$ cat src/rtl/conv_pkg.sv
// Shared types and helpers for the conv-layer datapath blocks.
// Clamp bounds are derived from the output width so layer 1 can reuse them.
package conv_pkg;

    typedef enum logic [0:0] {
        IDLE  = 1'b0,
        ACCUM = 1'b1
    } state_e;

    // Narrowest accumulator that cannot wrap when summing n signed in_w values plus a bias.
    function automatic int unsigned acc_w_min(input int unsigned in_w, input int unsigned n);
        return in_w + 32'($clog2(n)) + 32'd1;
    endfunction

    function automatic int out_max(input int unsigned w);
        return (32'sd1 <<< (w - 32'd1)) - 32'sd1;
    endfunction

    function automatic int out_min(input int unsigned w);
        return -(32'sd1 <<< (w - 32'd1));
    endfunction

    localparam int unsigned OUT_W_DFLT = 16;
    localparam int          OUT_MAX    = out_max(OUT_W_DFLT);
    localparam int          OUT_MIN    = out_min(OUT_W_DFLT);

endpackage

$ cat src/rtl/conv2_channel_accumulator_if.sv
// Stream port between adder stage 2, the channel accumulator and the pooling stage.
interface conv2_channel_accumulator_if #(
    parameter int unsigned IN_W  = 18,
    parameter int unsigned OUT_W = 16
);
    logic signed [IN_W-1:0]  input1;
    logic                    enable;
    logic signed [OUT_W-1:0] bias;
    logic                    flush;
    logic signed [OUT_W-1:0] output1;
    logic                    done;
    logic                    sat;

    modport master (
        output input1, enable, bias, flush,
        input  output1, done, sat
    );

    modport slave (
        input  input1, enable, bias, flush,
        output output1, done, sat
    );
endinterface

$ cat src/rtl/sat_round_relu.sv
// Combinational clamp of a wide signed value to OUT_W with a clamp flag.
// ReLU after the clamp is enabled by defining CONV2_ACC_RELU_EN.
module sat_round_relu
    import conv_pkg::*;
#(
    parameter int unsigned IN_W  = 24,
    parameter int unsigned OUT_W = 16
) (
    input  logic signed [IN_W-1:0]  din,
    output logic signed [OUT_W-1:0] dout_c,
    output logic                    sat_c
);

    localparam logic signed [IN_W-1:0]  HI_LIM = IN_W'(out_max(OUT_W));
    localparam logic signed [IN_W-1:0]  LO_LIM = IN_W'(out_min(OUT_W));
    localparam logic signed [OUT_W-1:0] HI_OUT = OUT_W'(out_max(OUT_W));
    localparam logic signed [OUT_W-1:0] LO_OUT = OUT_W'(out_min(OUT_W));

    always_comb begin
        sat_c  = 1'b0;
        dout_c = din[OUT_W-1:0];
        if (din > HI_LIM) begin
            dout_c = HI_OUT;
            sat_c  = 1'b1;
        end else if (din < LO_LIM) begin
            dout_c = LO_OUT;
            sat_c  = 1'b1;
        end
`ifdef CONV2_ACC_RELU_EN
        // sat keeps reporting the clamp even when ReLU zeroes the value
        if (dout_c[OUT_W-1]) begin
            dout_c = '0;
        end
`else
`endif
    end

endmodule

$ cat src/rtl/conv2_channel_accumulator.sv
// Sums NUM_CHANNELS partial sums plus bias per pixel, then clamps to OUT_W.
// Optional ReLU on the output: define CONV2_ACC_RELU_EN.
module conv2_channel_accumulator
    import conv_pkg::*;
#(
    parameter int unsigned NUM_CHANNELS = 3,
    parameter int unsigned IN_W         = 18,
    parameter int unsigned OUT_W        = 16,
    parameter int unsigned ACC_W        = 24
) (
    input  logic                        clk,
    input  logic                        reset,
    conv2_channel_accumulator_if.slave  bus
);

    localparam int unsigned       CNT_W    = $clog2(NUM_CHANNELS + 1);
    localparam logic [CNT_W-1:0]  LAST_CNT = CNT_W'(NUM_CHANNELS - 1);

    if (ACC_W < acc_w_min(IN_W, NUM_CHANNELS)) begin : g_acc_w_check
        $error("ACC_W too narrow for IN_W and NUM_CHANNELS");
    end

    state_e                  state_q, state_d;
    logic signed [ACC_W-1:0] acc_q, acc_d;
    logic [CNT_W-1:0]        cnt_q, cnt_d;
    logic signed [OUT_W-1:0] out_q, out_d;
    logic                    done_q, done_d;
    logic                    sat_q, sat_d;

    logic signed [ACC_W-1:0] sum_c;
    logic                    last_c;
    logic signed [OUT_W-1:0] clamp_c;
    logic                    clamp_sat_c;

    // Beat sum and last-beat detect; the first beat folds in the bias.
    always_comb begin
        sum_c  = acc_q + ACC_W'(bus.input1);
        last_c = 1'b0;
        if (state_q == IDLE) begin
            sum_c = ACC_W'(bus.bias) + ACC_W'(bus.input1);
            if (NUM_CHANNELS == 1) begin
                last_c = bus.enable;
            end
        end else if (cnt_q == LAST_CNT) begin
            last_c = bus.enable;
        end
    end

    sat_round_relu #(
        .IN_W  (ACC_W),
        .OUT_W (OUT_W)
    ) u_sat (
        .din    (sum_c),
        .dout_c (clamp_c),
        .sat_c  (clamp_sat_c)
    );

    // Next-state: enable wins over flush; idle cycles hold acc and count.
    always_comb begin
        state_d = state_q;
        acc_d   = acc_q;
        cnt_d   = cnt_q;
        out_d   = out_q;
        done_d  = 1'b0;
        sat_d   = 1'b0;

        case (state_q)
            IDLE: begin
                if (bus.enable) begin
                    if (!last_c) begin
                        acc_d   = sum_c;
                        cnt_d   = CNT_W'(1);
                        state_d = ACCUM;
                    end
                end else if (bus.flush) begin
                    acc_d = '0;
                    cnt_d = '0;
                end
            end
            ACCUM: begin
                if (bus.enable) begin
                    if (!last_c) begin
                        acc_d = sum_c;
                        cnt_d = cnt_q + CNT_W'(1);
                    end
                end else if (bus.flush) begin
                    acc_d   = '0;
                    cnt_d   = '0;
                    state_d = IDLE;
                end
            end
            default: begin
                acc_d   = '0;
                cnt_d   = '0;
                state_d = IDLE;
            end
        endcase

        if (last_c) begin
            out_d   = clamp_c;
            sat_d   = clamp_sat_c;
            done_d  = 1'b1;
            acc_d   = '0;
            cnt_d   = '0;
            state_d = IDLE;
        end
    end

    always_ff @(posedge clk) begin
        if (reset) begin
            state_q <= IDLE;
            acc_q   <= '0;
            cnt_q   <= '0;
            out_q   <= '0;
            done_q  <= 1'b0;
            sat_q   <= 1'b0;
        end else begin
            state_q <= state_d;
            acc_q   <= acc_d;
            cnt_q   <= cnt_d;
            out_q   <= out_d;
            done_q  <= done_d;
            sat_q   <= sat_d;
        end
    end

    assign bus.output1 = out_q;
    assign bus.done    = done_q;
    assign bus.sat     = sat_q;

endmodule

$ cat src/flat_wrapper.sv
// flat-port wrapper written by rule: the top's interface ports become plain ports
module conv2_channel_accumulator_flat import conv_pkg::*;
#(
    parameter int unsigned NUM_CHANNELS = 3,
    parameter int unsigned IN_W         = 18,
    parameter int unsigned OUT_W        = 16,
    parameter int unsigned ACC_W        = 24
)
  (clk, reset, bus_input1, bus_enable, bus_bias, bus_flush, bus_output1, bus_done, bus_sat);
  conv2_channel_accumulator_if #(.IN_W(IN_W), .OUT_W(OUT_W)) bus_i ();
  input  logic clk;
  input  logic reset;
  input wire logic [$bits(bus_i.input1)-1:0] bus_input1;
  input wire logic [$bits(bus_i.enable)-1:0] bus_enable;
  input wire logic [$bits(bus_i.bias)-1:0] bus_bias;
  input wire logic [$bits(bus_i.flush)-1:0] bus_flush;
  output wire logic [$bits(bus_i.output1)-1:0] bus_output1;
  output wire logic [$bits(bus_i.done)-1:0] bus_done;
  output wire logic [$bits(bus_i.sat)-1:0] bus_sat;
  assign bus_i.input1 = bus_input1;
  assign bus_i.enable = bus_enable;
  assign bus_i.bias = bus_bias;
  assign bus_i.flush = bus_flush;
  assign bus_output1 = bus_i.output1;
  assign bus_done = bus_i.done;
  assign bus_sat = bus_i.sat;
  conv2_channel_accumulator #(.NUM_CHANNELS(NUM_CHANNELS), .IN_W(IN_W), .OUT_W(OUT_W), .ACC_W(ACC_W)) u_core (.clk(clk), .reset(reset), .bus(bus_i));
endmodule
$ cat config.mk
export PLATFORM = sky130hd
export DESIGN_NAME = conv2_channel_accumulator_flat
export DESIGN_NICKNAME = d
export VERILOG_FILES = /design/src/rtl/conv_pkg.sv /design/src/rtl/conv2_channel_accumulator_if.sv /design/src/rtl/sat_round_relu.sv /design/src/rtl/conv2_channel_accumulator.sv /design/src/flat_wrapper.sv
export SDC_FILE = /design/constraint.sdc
export NUM_CORES = 1
export LEC_CHECK = 0
export CAP_MARGIN = 0
export CORE_MARGIN = 5
export CORE_UTILIZATION = 52
export CTS_BUF_LIST = sky130_fd_sc_hd__clkbuf_4
export DETAILED_ROUTE_END_ITERATION = 8
export PLACE_DENSITY = 0.79
export SLEW_MARGIN = 20
export SYNTH_ARGS = -nofsm -noshare
export SYNTH_HDL_FRONTEND = slang
export SYNTH_SLANG_ARGS = --single-unit
$ cat constraint.sdc
create_clock -name clk -period 3.4 [get_ports clk]
set_clock_uncertainty 0.2 [all_clocks]
set_input_delay 0.68 -clock clk [delete_from_list [all_inputs] [get_ports clk]]
set_output_delay 0.68 -clock clk [all_outputs]
set_load 0.02 [all_outputs]
Word level (Yosys, flattened, before mapping)
Cells that the tools add are included.
W data, S select, Z words.
{"block": "totals", "wordCells": 35, "ff_bits": 45}
{"block": "op_classes", "order_cmp": 2, "eq_ne": 1, "muxes": 18, "n_addsub": 3, "n_bitwise": 2, "reduce_logical": 3}
{"operator": "$mux W24", "count": 3}
{"operator": "$mux W16", "count": 2}
{"operator": "$add A24 B18 Y24", "count": 1}
{"operator": "$gt A24 B16 Y1 const B", "count": 1}
{"operator": "$lt A24 B16 Y1 const B", "count": 1}
{"operator": "$add A16 B18 Y19", "count": 1}
{"operator": "$mux W1", "count": 8}
{"operator": "$mux W2", "count": 3}
{"operator": "$pmux W2 S2", "count": 1}
{"operator": "$reduce_or A2 Y1", "count": 2}
{"operator": "$add A2 B1 Y2 const B", "count": 1}
{"operator": "$eq A2 B2 Y1 const B", "count": 1}
{"operator": "$not A1 Y1", "count": 2}
{"operator": "$pmux W1 S2", "count": 1}
{"operator": "$reduce_bool A2 Y1", "count": 1}

Longest topological paths before layout
Gate-level depths: netlist of run 1.
{"block": "logic_depth", "word_depth": 5, "depth_mapped": 12, "ltp_nobuf": 11}

By module
A second synthesis of run 1 with hierarchy kept.
{"block": "unflattened", "cells_unflattened": 542, "hier_area_um2": 4287.9}
{"module": "conv2_channel_accumulator", "seq_area_each_um2": 900.9, "cells_per_inst": 497, "area_per_inst_um2": 3987.6, "n_inst": 1}
{"module": "sat_round_relu", "seq_area_each_um2": 0.0, "cells_per_inst": 45, "area_per_inst_um2": 300.3, "n_inst": 1}

Least setup slack after synthesis of run 1
Ideal clock, no wire load.
{"block": "synth_timing", "kind": "in2reg", "startpoint": "in bus_input1[0]", "endpoint": "reg u_core.out_q[10] (netlist: u_core.bus.output1[10])", "cell_stages": 12, "required_time_ns": 3.064, "setup_ns": 0.136, "slack_ns": -0.198, "t_arrival_ns": 3.262, "cell_sequence": "ha_1 > fa_1 > a211oi_2 > o211ai_1 > a21o_1 > a31o_1 > xnor2_1 > inv_1 > a2bb2oi_1 > o41ai_4 > buf_6 > o221ai_2"}
{"block": "synth_between", "elab_chain_cells": 5, "elab_cells_between_ends": 7, "cone_classes": "add/sub: 2; order compare: 2; mux: 3"}
{"item": "from (decl)", "line": "flat_wrapper.sv:13", "text": "input wire logic [$bits(bus_i.input1)-1:0] bus_input1;"}
{"item": "$add A24 B18 Y24 / $add A16 B18 Y19 (equally long branches)", "line": "conv2_channel_accumulator.sv:37, conv2_channel_accumulator.sv:40"}
{"item": "$mux W24 *", "line": "conv2_channel_accumulator.sv:39", "text": "if (state_q == IDLE) begin"}
{"item": "$lt A24 B16 Y1", "line": "sat_round_relu.sv:25", "text": "end else if (din < LO_LIM) begin"}
{"item": "$mux W16", "line": "sat_round_relu.sv:25"}
{"item": "$mux W16 *", "line": "sat_round_relu.sv:22", "text": "if (din > HI_LIM) begin"}
{"item": "to (signal assigned)", "line": "conv2_channel_accumulator.sv:121", "text": "out_q <= out_d;"}
{"item": "to (decl)", "line": "conv2_channel_accumulator.sv:26", "text": "logic signed [OUT_W-1:0] out_q, out_d;"}
Every way passes the cells marked *; elsewhere a longest branch is shown, timed or not.
A chain may end at the register's enable or synchronous reset.

Final worst setup path of run 1
{"block": "layout_timing", "startpoint": "in bus_bias[5]", "endpoint": "reg u_core.out_q[12] (netlist: u_core.bus.output1[12])"}
{"block": "layout_between", "elab_chain_cells": 5, "elab_cells_between_ends": 6, "cone_classes": "add/sub: 1; order compare: 2; mux: 3"}
{"item": "from (decl)", "line": "flat_wrapper.sv:15", "text": "input wire logic [$bits(bus_i.bias)-1:0] bus_bias;"}
{"item": "$add A16 B18 Y19 *", "line": "conv2_channel_accumulator.sv:40", "text": "sum_c = ACC_W'(bus.bias) + ACC_W'(bus.input1);"}
{"item": "$mux W24 *", "line": "conv2_channel_accumulator.sv:39"}
{"item": "$lt A24 B16 Y1", "line": "sat_round_relu.sv:25"}
{"item": "$mux W16", "line": "sat_round_relu.sv:25"}
{"item": "$mux W16 *", "line": "sat_round_relu.sv:22"}
Marks and branches as above.

==> results.py, run 1 <==
metrics = {
    "run_status": {
        "outcome": "complete, but fails checks",
        "violations": "negative setup slack",
    },
    "clock_network": {
        "clk_pin_slew_ns": 0.13,
        "cts_made_buffers": 5,
        "root_buffer": "clkbuf_4",
        "clk_path_buf_depth": 2,
        "clock_latency_ns": 0.37,
        "cts_max_level": 2,
        "cts_tree": "built",
        "numClockSinks": 45,
    },
    "floorplan": {
        "die_y_um": 101,
        "die-width_um": 101,
        "core_sq_mm": 0.00813,
        "num_rows": 33,
        "dieArea_sq_mm": 0.0102,
        "initial_utilization": 0.527,
        "io-pin-count": 56,
    },
    "finish": {
        "layout.nets": 809,
        "area_growth_syn_to_layout_pct": 58.3,
        "drive_above_1_share": 0.402,
        "final_cell_area_sq_mm": 0.00679,
        "fin_util": 0.835,
        "antennaDiodeCount": 0,
    },
    "yosys": {
        "syn_inst": 541,
        "ys_seq_area_frac": 0.210,
        "synth_seq_cells": 45,
        "synth_area_leaders": "dfxtp_1 21%, ha_1 12%, a21oi_1 7.4%",
        "synth.most_common_cell": "a21oi_1",
        "ys_warn_count": 0,
        "synth_ff_type": "dfxtp_1",
        "synth_top_cells_by_count": "63 x a21oi_1, 56 x nand2_1, 48 x nor2_1, 45 x dfxtp_1, 42 x ha_1",
        "synth-edff-count": 0,
        "syn_nets": 623,
        "syn_area_per_cell_sq_um": 7.93,
        "synth_top_cell_by_area": "dfxtp_1",
        "synth_top_area_frac": 0.210,
        "async_flop_share": 0,
        "synth_area_sq_mm": 0.00429,
        "yosysUniqueCellTypes": 70,
    },
    "placed_design": {
        "dpl_worst_slack_ns": -0.719,
        "hpwl_mm": 11.6,
        "gp_congestion": 0.955,
        "io_buffers": 55,
        "place_area_sq_mm": 0.00589,
    },
    "setup_path": {
        "worstPathArrival_ns": 3.58,
        "required_ns": 3.43,
        "cp-end-kind": "flop",
        "crit_fanout": 8,
        "critPathLaunchType": "input port",
        "crit_type": "input port to flop",
    },
    "sta": {
        "fin_crit_sh": 1.04,
        "fin_setup_tns_ns": -1.87,
        "rsz0062_at_grt": "true",
        "relSlewSlack": 0.392,
        "worst_pin_slew_ns": 0.910,
        "finalWorstSetupSlack_ns": -0.145,
        "period_minus_slack_ns": 3.54,
        "slew_violations": 0,
        "setup_viol": 16,
        "fmax_mhz": 282,
        "final_hold_viol_count": 0,
    },
    "detailed_routing": {
        "wire_per_inst_um": 21.5,
        "wl_mm": 17.9,
        "vias_per_cell": 6.45,
        "dr.pass1.iters": 5,
        "drc": 0,
        "drt_first_iter_violations": 486,
        "antenna_left": 0,
        "vias": 5363,
    },
    "power_and_ir_drop": {
        "p_per_area_mw_per_mm2": 328,
        "p_seq_frac": 0.266,
        "pwr-share-comb": 0.620,
        "p_int_mw": 1.30,
        "power_mw": 2.22,
        "p_sw_mw": 0.924,
        "power.share.switching": 0.416,
        "irDropWorstVdd_v": 0.000282,
        "power_frac_clock": 0.114,
        "leakage_nw": 2.80,
    },
    "global_route": {
        "grt_max_degree": 30,
        "grt_pass1_vias": 5333,
        "grt_usage": 0.331,
        "antenna_found_initial": 0,
        "overflow": 0,
        "grt_pass1_wl_mm": 26.9,
    },
    "min_path": {
        "holdCritPathClass": "flop to flop",
    },
    "job": {
        "drv_cap": 0,
    },
}
[per-layer routing]
metal | GRT usage | share of wire
met5 | 0 | 0
met4 | 0.160 | 0.066
met3 | 0.0554 | 0.072
met2 | 0.576 | 0.49
met1 | 0.393 | 0.37
[cell families (layout without fill, tap and decap cells)]
family                   after synthesis  after routing  share of synthesized area
multiplexers                           6              6                     0.0143
XOR/XNOR                              35             35                     0.0715
flip-flops                            45             45                      0.210
buffers and inverters                 43            229                     0.0440
adder cells (fa/ha/maj)               44             44                      0.132
AO/OA/AOI/OAI                        203            203                      0.350
AND/OR/NAND/NOR                      165            165                      0.178
[placed cells by master (no fill, tap or decap), drive strengths merged, types with 11 or more instances in the layout]
cell             n
a21oi           67
a22oi           12
buf            151
clkdlybuf4s50   28
dfxtp           45
dlygate4sd2     19
ha              42
inv             17
nand2           58
nand3           15
nor2            49
o211ai          14
o21ai           33
xnor2           24
xor2            11
[worst max-delay path, cell delays in order]
cell and delay, ns:
clkdlybuf4s50_1 0.43, ha_2 0.36, buf_4 0.15, and3_4 0.20, a221o_1 0.21, o22ai_4 0.11, buf_4 0.17, nor2_1 0.17
a21oi_2 0.08, o21ai_1 0.12, nand2_1 0.12, o41ai_4 0.34, buf_4 0.19, buf_12 0.13, o221ai_2 0.11
[cell type report]
class                   count  area (sq um)
multi-input cells         453          3930
repair buffers            205          1710
fillers                   437          1340
flip-flops and latches     45           901
well taps                 105           131
inverters                  17          63.8
clock buffers               5          37.5
clock inverters             2          16.3
[state kept, by name, summed over array words and instances (netlist names)]
signal              flops
u_core.state_q          1
u_core.bus.done         1
u_core.cnt_q            2
u_core.acc_q           24
u_core.bus.output1     16
u_core.bus.sat          1
[through the flow]
stage                     cells  hold slack [ns]
after floorplan             541            0.244
after global placement      803            0.244
after detailed placement    803            0.250
after CTS                   826            0.279
after global routing        832            0.311
final                       832            0.276
[timing repair]
item,4_1_cts,5_1_grt
gates cloned,2,0
endpoints found under the setup margin,22,17
pin swaps,53,30
buffers inserted,14,6
hold buffers,0,0
resized for setup,111,44
[worst paths after layout]
| path | from | endpoint | slack, ns | cells past startpoint |
|---|---|---|---|---|
| worst max-delay path | bus_bias[5] | u_core.bus.output1[12] | -0.14 | 15 |
| worst min register to register | u_core.acc_q[23] | u_core.acc_q[23] | 0.28 | 2 |
| worst max register to register | u_core.acc_q[0] | u_core.bus.output1[12] | -0.08 | 15 |
| worst min-delay path | u_core.acc_q[23] | u_core.acc_q[23] | 0.28 | 2 |
[power by group through the flow]
| stage | registers [mW] | logic, mW | clock network, mW |
|---|---|---|---|
| floorplan | 0.581 | 0.626 | 0 |
| global placement | 0.592 | 1.05 | 0 |
| detailed placement | 0.593 | 1.08 | 0 |
| CTS | 0.588 | 1.24 | 0.249 |
| global route | 0.591 | 1.46 | 0.276 |
| finish | 0.591 | 1.38 | 0.255 |
Note: power is estimated with default switching activity, not from simulation.
==> inputs of run 2 (changes only) <==
--- a/config.mk
+++ b/config.mk
@@ -14,4 +14,5 @@
 export SLEW_MARGIN = 20
 export SYNTH_ARGS = -nofsm -noshare
 export SYNTH_HDL_FRONTEND = slang
+export SYNTH_HIERARCHICAL = 1
 export SYNTH_SLANG_ARGS = --single-unit
==> run 2 against run 1 <==
The flow still finishes with violations (negative setup slack). Sequential power decreased by 1%. Area after synthesis about the same. Non-clock buffer count increased by 5. Worst setup slack got worse by 0.056 ns. Clock power increased by 43%. Utilization decreased by 2.8 points. Routed wire length decreased by 16%. Combinational power decreased by 9%. Hold slack improved by 0.014 ns. Clock-buffer cell count unchanged. Register-to-register slack got worse by 0.08 ns. Global-route usage decreased by 4.8 points. Largest cell class unchanged.
==> results.py, run 2 <==
metrics = {
    "run_status": {
        "outcome": "complete, but fails checks",
        "violations": "negative setup slack",
    },
    "power_and_ir_drop": {
        "p_per_area_mw_per_mm2": 337,
        "irDropWorstVdd_v": 0.000197,
        "leakage_nw": 2.91,
        "p_int_mw": 1.35,
        "power_frac_clock": 0.165,
        "p_seq_frac": 0.265,
        "pwr-share-comb": 0.570,
        "power.share.switching": 0.387,
        "p_sw_mw": 0.857,
    },
    "finish": {
        "largest_register": "u_core/acc_q",
        "layout_common_cells": "148 x buf_4, 44 x a21oi_1, 44 x dfxtp_1, 43 x nor2_1, 32 x clkdlybuf4s50_1",
        "largest_reg_flops": 24,
        "layout.nets": 810,
        "fin_util": 0.807,
        "area_growth_syn_to_layout_pct": 53.0,
        "n_fill_cell": 507,
        "drive_above_1_share": 0.335,
        "fin_cells": 834,
        "antennaDiodeCount": 0,
        "final_common_cell": "buf_4",
    },
    "sta": {
        "fmax_mhz": 278,
        "fin_crit_sh": 1.06,
        "slew_violations": 0,
        "fin_setup_tns_ns": -2.96,
        "period_minus_slack_ns": 3.60,
        "whs_ns": 0.291,
        "worst_pin_slew_ns": 0.628,
        "setup_viol": 16,
        "final_hold_viol_count": 0,
        "relSlewSlack": 0.577,
        "rsz0062_at_grt": "true",
        "finalWorstSetupSlack_ns": -0.201,
    },
    "clock_network": {
        "root_buffer": "clkbuf_4",
        "cts_max_level": 2,
        "cts_tree": "built",
        "clk_pin_slew_ns": 0.15,
        "numClockSinks": 45,
        "clock_latency_ns": 0.37,
        "cts_made_buffers": 5,
        "clk_path_buf_depth": 2,
        "holdBufCountCts": 0,
    },
    "setup_path": {
        "crit_fanout": 8,
        "worstPathArrival_ns": 3.68,
        "cp_cell_sequence": "dlygate4sd2_1 > buf_4 > ha_2 > buf_4 > o21ai_1 > o2bb2ai_2 > a211o_1 > nand2_2 > a21boi_2 > buf_4 > xnor2_1 > a21o_1 > nor4_2 > nand2_2 > buf_6 > a2bb2oi_2 > a22o_1",
        "crit_type": "input port to flop",
        "critPathLaunchType": "input port",
        "cp-end-kind": "flop",
        "r2r_setup_slack_ns": -0.16,
        "cp_slowest_cell": "ha_2",
        "r2r_cells": 14,
        "required_ns": 3.48,
        "crit_top_cell": "buf_4",
        "slowest_delay_ns": 0.32,
    },
    "detailed_routing": {
        "antenna_left": 0,
        "dr.pass1.iters": 5,
        "vias_per_cell": 6.28,
        "drt_first_iter_violations": 466,
        "vias": 5238,
        "wire_per_inst_um": 18.1,
        "wl_mm": 15.1,
        "drc": 0,
    },
    "placed_design": {
        "hpwl_mm": 10.6,
        "io_buffers": 55,
        "gp_congestion": 0.986,
        "place_inst": 806,
    },
    "yosys": {
        "ys_seq_area_frac": 0.210,
        "synth_top_area_frac": 0.210,
        "synth_top_cells_by_count": "53 x a21oi_1, 45 x dfxtp_1, 45 x nor2_1, 42 x ha_1, 29 x nand2_1",
        "synth_area_sq_mm": 0.00429,
        "synth_area_leaders": "dfxtp_1 21%, ha_1 12%, a21oi_1 6.2%",
        "syn_inst": 542,
        "yosysUniqueCellTypes": 70,
        "synth_ff_type": "dfxtp_1",
        "synth_seq_cells": 45,
        "syn_nets": 624,
        "ys_warn_count": 6,
        "synth-edff-count": 0,
        "syn_area_per_cell_sq_um": 7.91,
        "synth_top_cell_by_area": "dfxtp_1",
        "synth.most_common_cell": "a21oi_1",
        "async_flop_share": 0,
    },
    "global_route": {
        "grt_pass1_wl_mm": 23.5,
        "grt_usage": 0.283,
        "grt_pass1_vias": 4956,
        "antenna_found_initial": 0,
        "overflow": 0,
        "grt_max_degree": 37,
    },
    "floorplan": {
        "die-width_um": 101,
        "die_y_um": 101,
        "dieArea_sq_mm": 0.0102,
        "core_sq_mm": 0.00813,
        "initial_utilization": 0.527,
        "num_rows": 33,
        "io-pin-count": 56,
    },
    "job": {
        "drv_cap": 0,
    },
    "min_path": {
        "hold_depth": 2,
        "holdCritPathClass": "flop to flop",
    },
}
-- run 2: cell count changes after synthesis, sizes merged, moves of 11 or more --
| cell | change |
|---|---|
| a21o | +11 |
| a21oi | -13 |
| a22o | +18 |
| a22oi | -11 |
| a2bb2oi | +14 |
| nand2 | -29 |
-- run 2: logic make-up after synthesis --
family                   Yosys count  share of synthesized area
XOR/XNOR                          30                     0.0613
AND/OR/NAND/NOR                  158                      0.182
multiplexers                      10                     0.0245
buffers and inverters             46                     0.0461
AO/OA/AOI/OAI                    209                      0.344
adder cells (fa/ha/maj)           44                      0.132
flip-flops                        45                      0.210
-- run 2: cell type report --
class,count,area (sq um),share of cell area
Multi-Input combinational cell,451,3650,0.557
Timing Repair Buffer,210,1730,0.264
Sequential cell,45,902,0.137
Tap cell,105,131,0.0200
Inverter,15,56.3,0.00858
Clock inverter,3,50.0,0.00763
Clock buffer,5,37.5,0.00572
-- run 2: worst paths after layout --
check                                      start                      to
worst max-delay path               bus_input1[4]  u_core/bus.output1[12]
worst min-delay path            u_core/acc_q[19]        u_core/acc_q[19]
worst max register to register   u_core/acc_q[0]  u_core/bus.output1[12]
worst min register to register  u_core/acc_q[19]        u_core/acc_q[19]
-- run 2: power groups by stage --
stage | clock network, mW | registers, mW | logic (mW)
floorplan | 0 | 0.582 | 0.607
global placement | 0 | 0.590 | 1.02
detailed placement | 0 | 0.591 | 1.06
CTS | 0.367 | 0.582 | 1.15
global route | 0.389 | 0.588 | 1.35
finish | 0.365 | 0.585 | 1.26
-- run 2: layer usage --
layer / track usage / vias to the layer above / share of wire
met5: 0 / - / 0
met4: 0.0995 / 0 / 0.032
met3: 0.0325 / 63 / 0.076
met2: 0.472 / 283 / 0.48
met1: 0.378 / 2466 / 0.41
li1: - / 2426 / -
-- run 2: metrics by stage --
| stage | power [mW] | setup slack, ns | area, sq um |
|---|---|---|---|
| finish | 2.21 | -0.201 | 6560 |
| global route | 2.33 | -0.282 | 6560 |
| CTS | 2.09 | -0.190 | 6340 |
| detailed placement | 1.65 | -1.04 | 5910 |
| global placement | 1.61 | -0.974 | 5910 |
| floorplan | 1.19 | -0.315 | 4330 |
-- run 2: what timing repair did --
| item | in CTS | in global routing |
|---|---|---|
| buffers inserted | 12 | 7 |
| pin swaps | 53 | 34 |
| setup endpoints to repair | 18 | 17 |
| gates cloned | 1 | 0 |
| resized for setup | 82 | 39 |
-- run 2: worst max-delay path, delay by kind of cell --
kind / cells / cell delay [ns]
buf+inv: 5 / 0.88
fa+ha+maj: 1 / 0.32
simple gates: 3 / 0.56
xor+xnor: 1 / 0.12
compound gates: 7 / 1.13
==> inputs of run 3 (changes only) <==
--- a/config.mk
+++ b/config.mk
@@ -5,12 +5,13 @@
 export SDC_FILE = /design/constraint.sdc
 export NUM_CORES = 1
 export LEC_CHECK = 0
-export CAP_MARGIN = 0
+export CAP_MARGIN = 15
 export CORE_MARGIN = 5
 export CORE_UTILIZATION = 52
 export CTS_BUF_LIST = sky130_fd_sc_hd__clkbuf_4
 export DETAILED_ROUTE_END_ITERATION = 8
 export PLACE_DENSITY = 0.79
+export REMOVE_ABC_BUFFERS = 1
 export SLEW_MARGIN = 20
 export SYNTH_ARGS = -nofsm -noshare
 export SYNTH_HDL_FRONTEND = slang
==> run 3 against run 2 <==
Sequential power up 0.9%. Routed wire length is 5.1% higher. Clock power hardly changed. Clock-buffer cell count stayed put. Utilization fell by 0.49 points. Register-to-register slack worse by 0.17 ns. First-iteration DRC count is 21% higher. Worst setup slack got worse by 0.14 ns. Via count increased by 2.3%. The run still ends with negative setup slack left. Die area unchanged. Sequential share of layout area is 0.084 points higher.
==> results.py, run 3 (synthesis gave the netlist of run 2 again) <==
metrics = {
    "detailed_routing": {
        "maxUsedRoutingLayer": "met4",
        "drc": 0,
        "antenna_left": 0,
        "dr.pass1.iters": 5,
        "wl_mm": 15.8,
        "vias": 5361,
        "met2_length_mm": 7.55,
        "drt-met1-wl_mm": 6.13,
        "vias_per_cell": 6.44,
        "wl_met3_mm": 1.58,
        "wire_per_inst_um": 19.0,
        "drt_first_iter_violations": 562,
    },
    "clock_network": {
        "cts_max_level": 2,
        "holdBufCountCts": 0,
        "clk_pin_slew_ns": 0.16,
        "numClockSinks": 45,
        "clk_path_buf_depth": 2,
        "root_buffer": "clkbuf_4",
        "cts_made_buffers": 5,
        "clock_latency_ns": 0.38,
        "cts_tree": "built",
    },
    "sta": {
        "whs_ns": 0.297,
        "period_minus_slack_ns": 3.75,
        "fin_crit_sh": 1.10,
        "finalWorstSetupSlack_ns": -0.346,
        "final_hold_viol_count": 0,
        "fin_setup_tns_ns": -5.27,
        "relSlewSlack": 0.564,
        "fmax_mhz": 267,
        "worst_pin_slew_ns": 0.653,
        "setup_viol": 16,
        "rsz0062_at_grt": "true",
        "slew_violations": 0,
    },
    "setup_path": {
        "cp_num_buf_inv": 2,
        "path_depth": 15,
        "r2r_cells": 14,
        "critPathLaunchType": "input port",
        "crit_fanout": 8,
        "required_ns": 3.49,
        "cp_cell_sequence": "buf_8 > ha_4 > fa_2 > a211o_1 > a21o_1 > a211oi_4 > a21o_1 > nor2b_4 > xnor2_1 > a21o_1 > nor4_2 > nand2_2 > buf_6 > a2bb2oi_1 > a22o_1",
        "worstSetupStartpoint": "bus_input1[0]",
        "cp-end-kind": "flop",
        "crit_top_cell": "a21o_1",
        "crit_type": "input port to flop",
        "cp_slowest_cell": "fa_2",
        "slowest_delay_ns": 0.39,
        "cpLargestDelayFamily": "compound AO/OA/AOI/OAI gates",
        "r2r_start": "u_core/acc_q[0]",
        "worstPathArrival_ns": 3.84,
    },
    "finish": {
        "largest_reg_flops": 24,
        "final_cell_area_sq_mm": 0.00652,
        "layout_common_cells": "149 x buf_4, 45 x a21oi_1, 44 x nor2_1, 44 x dfxtp_1, 33 x clkdlybuf4s50_1",
        "fin_cells": 833,
        "multi_input_area_sq_mm": 0.00363,
        "seq_area_sq_um": 902,
        "antennaDiodeCount": 0,
        "layout.nets": 809,
        "largest_register": "u_core/acc_q",
        "area_growth_syn_to_layout_pct": 52.1,
        "final_common_cell": "buf_4",
        "n_fill_cell": 466,
        "drive_above_1_share": 0.326,
        "fin_util": 0.802,
    },
    "global_route": {
        "grt_pass1_vias": 5007,
        "grt_pass1_wl_mm": 23.8,
        "grt_usage": 0.291,
        "overflow": 0,
        "grt_max_degree": 26,
        "antenna_found_initial": 0,
    },
    "floorplan": {
        "core_sq_mm": 0.00813,
        "dieArea_sq_mm": 0.0102,
        "die_y_um": 101,
        "io-pin-count": 56,
        "num_rows": 33,
        "die-width_um": 101,
        "initial_utilization": 0.527,
    },
    "power_and_ir_drop": {
        "p_int_mw": 1.35,
        "p_seq_frac": 0.265,
        "power_frac_clock": 0.165,
        "irDropWorstVdd_v": 0.000258,
        "pwr-share-comb": 0.570,
        "p_sw_mw": 0.877,
        "power_mw": 2.23,
        "p_per_area_mw_per_mm2": 341,
        "leakage_nw": 2.94,
        "power.share.switching": 0.394,
    },
    "placed_design": {
        "io_buffers": 55,
        "place_inst": 807,
        "place_area_sq_mm": 0.00587,
        "gp_congestion": 0.959,
        "dpl_worst_slack_ns": -1.13,
        "hpwl_mm": 10.9,
    },
    "run_status": {
        "outcome": "complete, but fails checks",
        "violations": "negative setup slack",
    },
    "job": {
        "drv_cap": 0,
    },
    "min_path": {
        "min_from": "u_core/acc_q[11]",
        "hold_depth": 2,
        "holdCritPathClass": "flop to flop",
    },
}
## run 3: cell types whose count changed in the layout (fill, tap and decap cells not counted), sizes merged
cell / delta
clkdlybuf4s15: -1
buf: -3
dlymetal6s2s: +6
and4: +1
dlygate4sd2: -6
clkbuf: +1
clkdlybuf4s50: +1
## run 3: cell type report
cell class / instances / share of cell area
clock inverter: 3 / 0.00767
clock buffer: 5 / 0.00576
timing repair buffer: 208 / 0.263
sequential: 45 / 0.138
tap: 105 / 0.0201
multi-input combinational: 452 / 0.556
inverter: 15 / 0.00863
## run 3: worst paths after layout
check / to / slack [ns]
setup / recovery: u_core/bus.output1[4] / -0.35
hold / removal: u_core/acc_q[11] / 0.30
setup reg to reg: u_core/bus.output1[4] / -0.33
hold reg to reg: u_core/acc_q[11] / 0.30
## run 3: metal layers
metal	track usage	up-vias
met4	0.0839	0
met1	0.366	2483
li1	-	2434
met5	0	-
met2	0.506	369
met3	0.0505	75
## run 3: power by group through the flow
stage	clock, mW	combinational (mW)	sequential (mW)
5_1_grt	0.398	1.35	0.593
3_3_place_gp	0	1.01	0.592
3_5_place_dp	0	1.04	0.593
4_1_cts	0.368	1.13	0.585
6_report	0.367	1.27	0.590
2_1_floorplan	0	0.578	0.588
## run 3: what timing repair did
item | CTS | global route
resized for setup | 71 | 46
cloned | 1 | 1
endpoints found under the setup margin | 20 | 17
pin swaps | 47 | 27
setup buffers | 11 | 5
## run 3: worst register-to-register path, stage by stage, from the launching register on
cell and delay, ns:
dfxtp_2 0.37, ha_4 0.17, fa_2 0.39, a211o_1 0.33
a21o_1 0.22, a211oi_4 0.30, a21o_1 0.20, nor2b_4 0.18
xnor2_1 0.09, a21o_1 0.22, nor4_2 0.34, nand2_2 0.14
buf_6 0.16, a2bb2oi_1 0.13, a22o_1 0.19
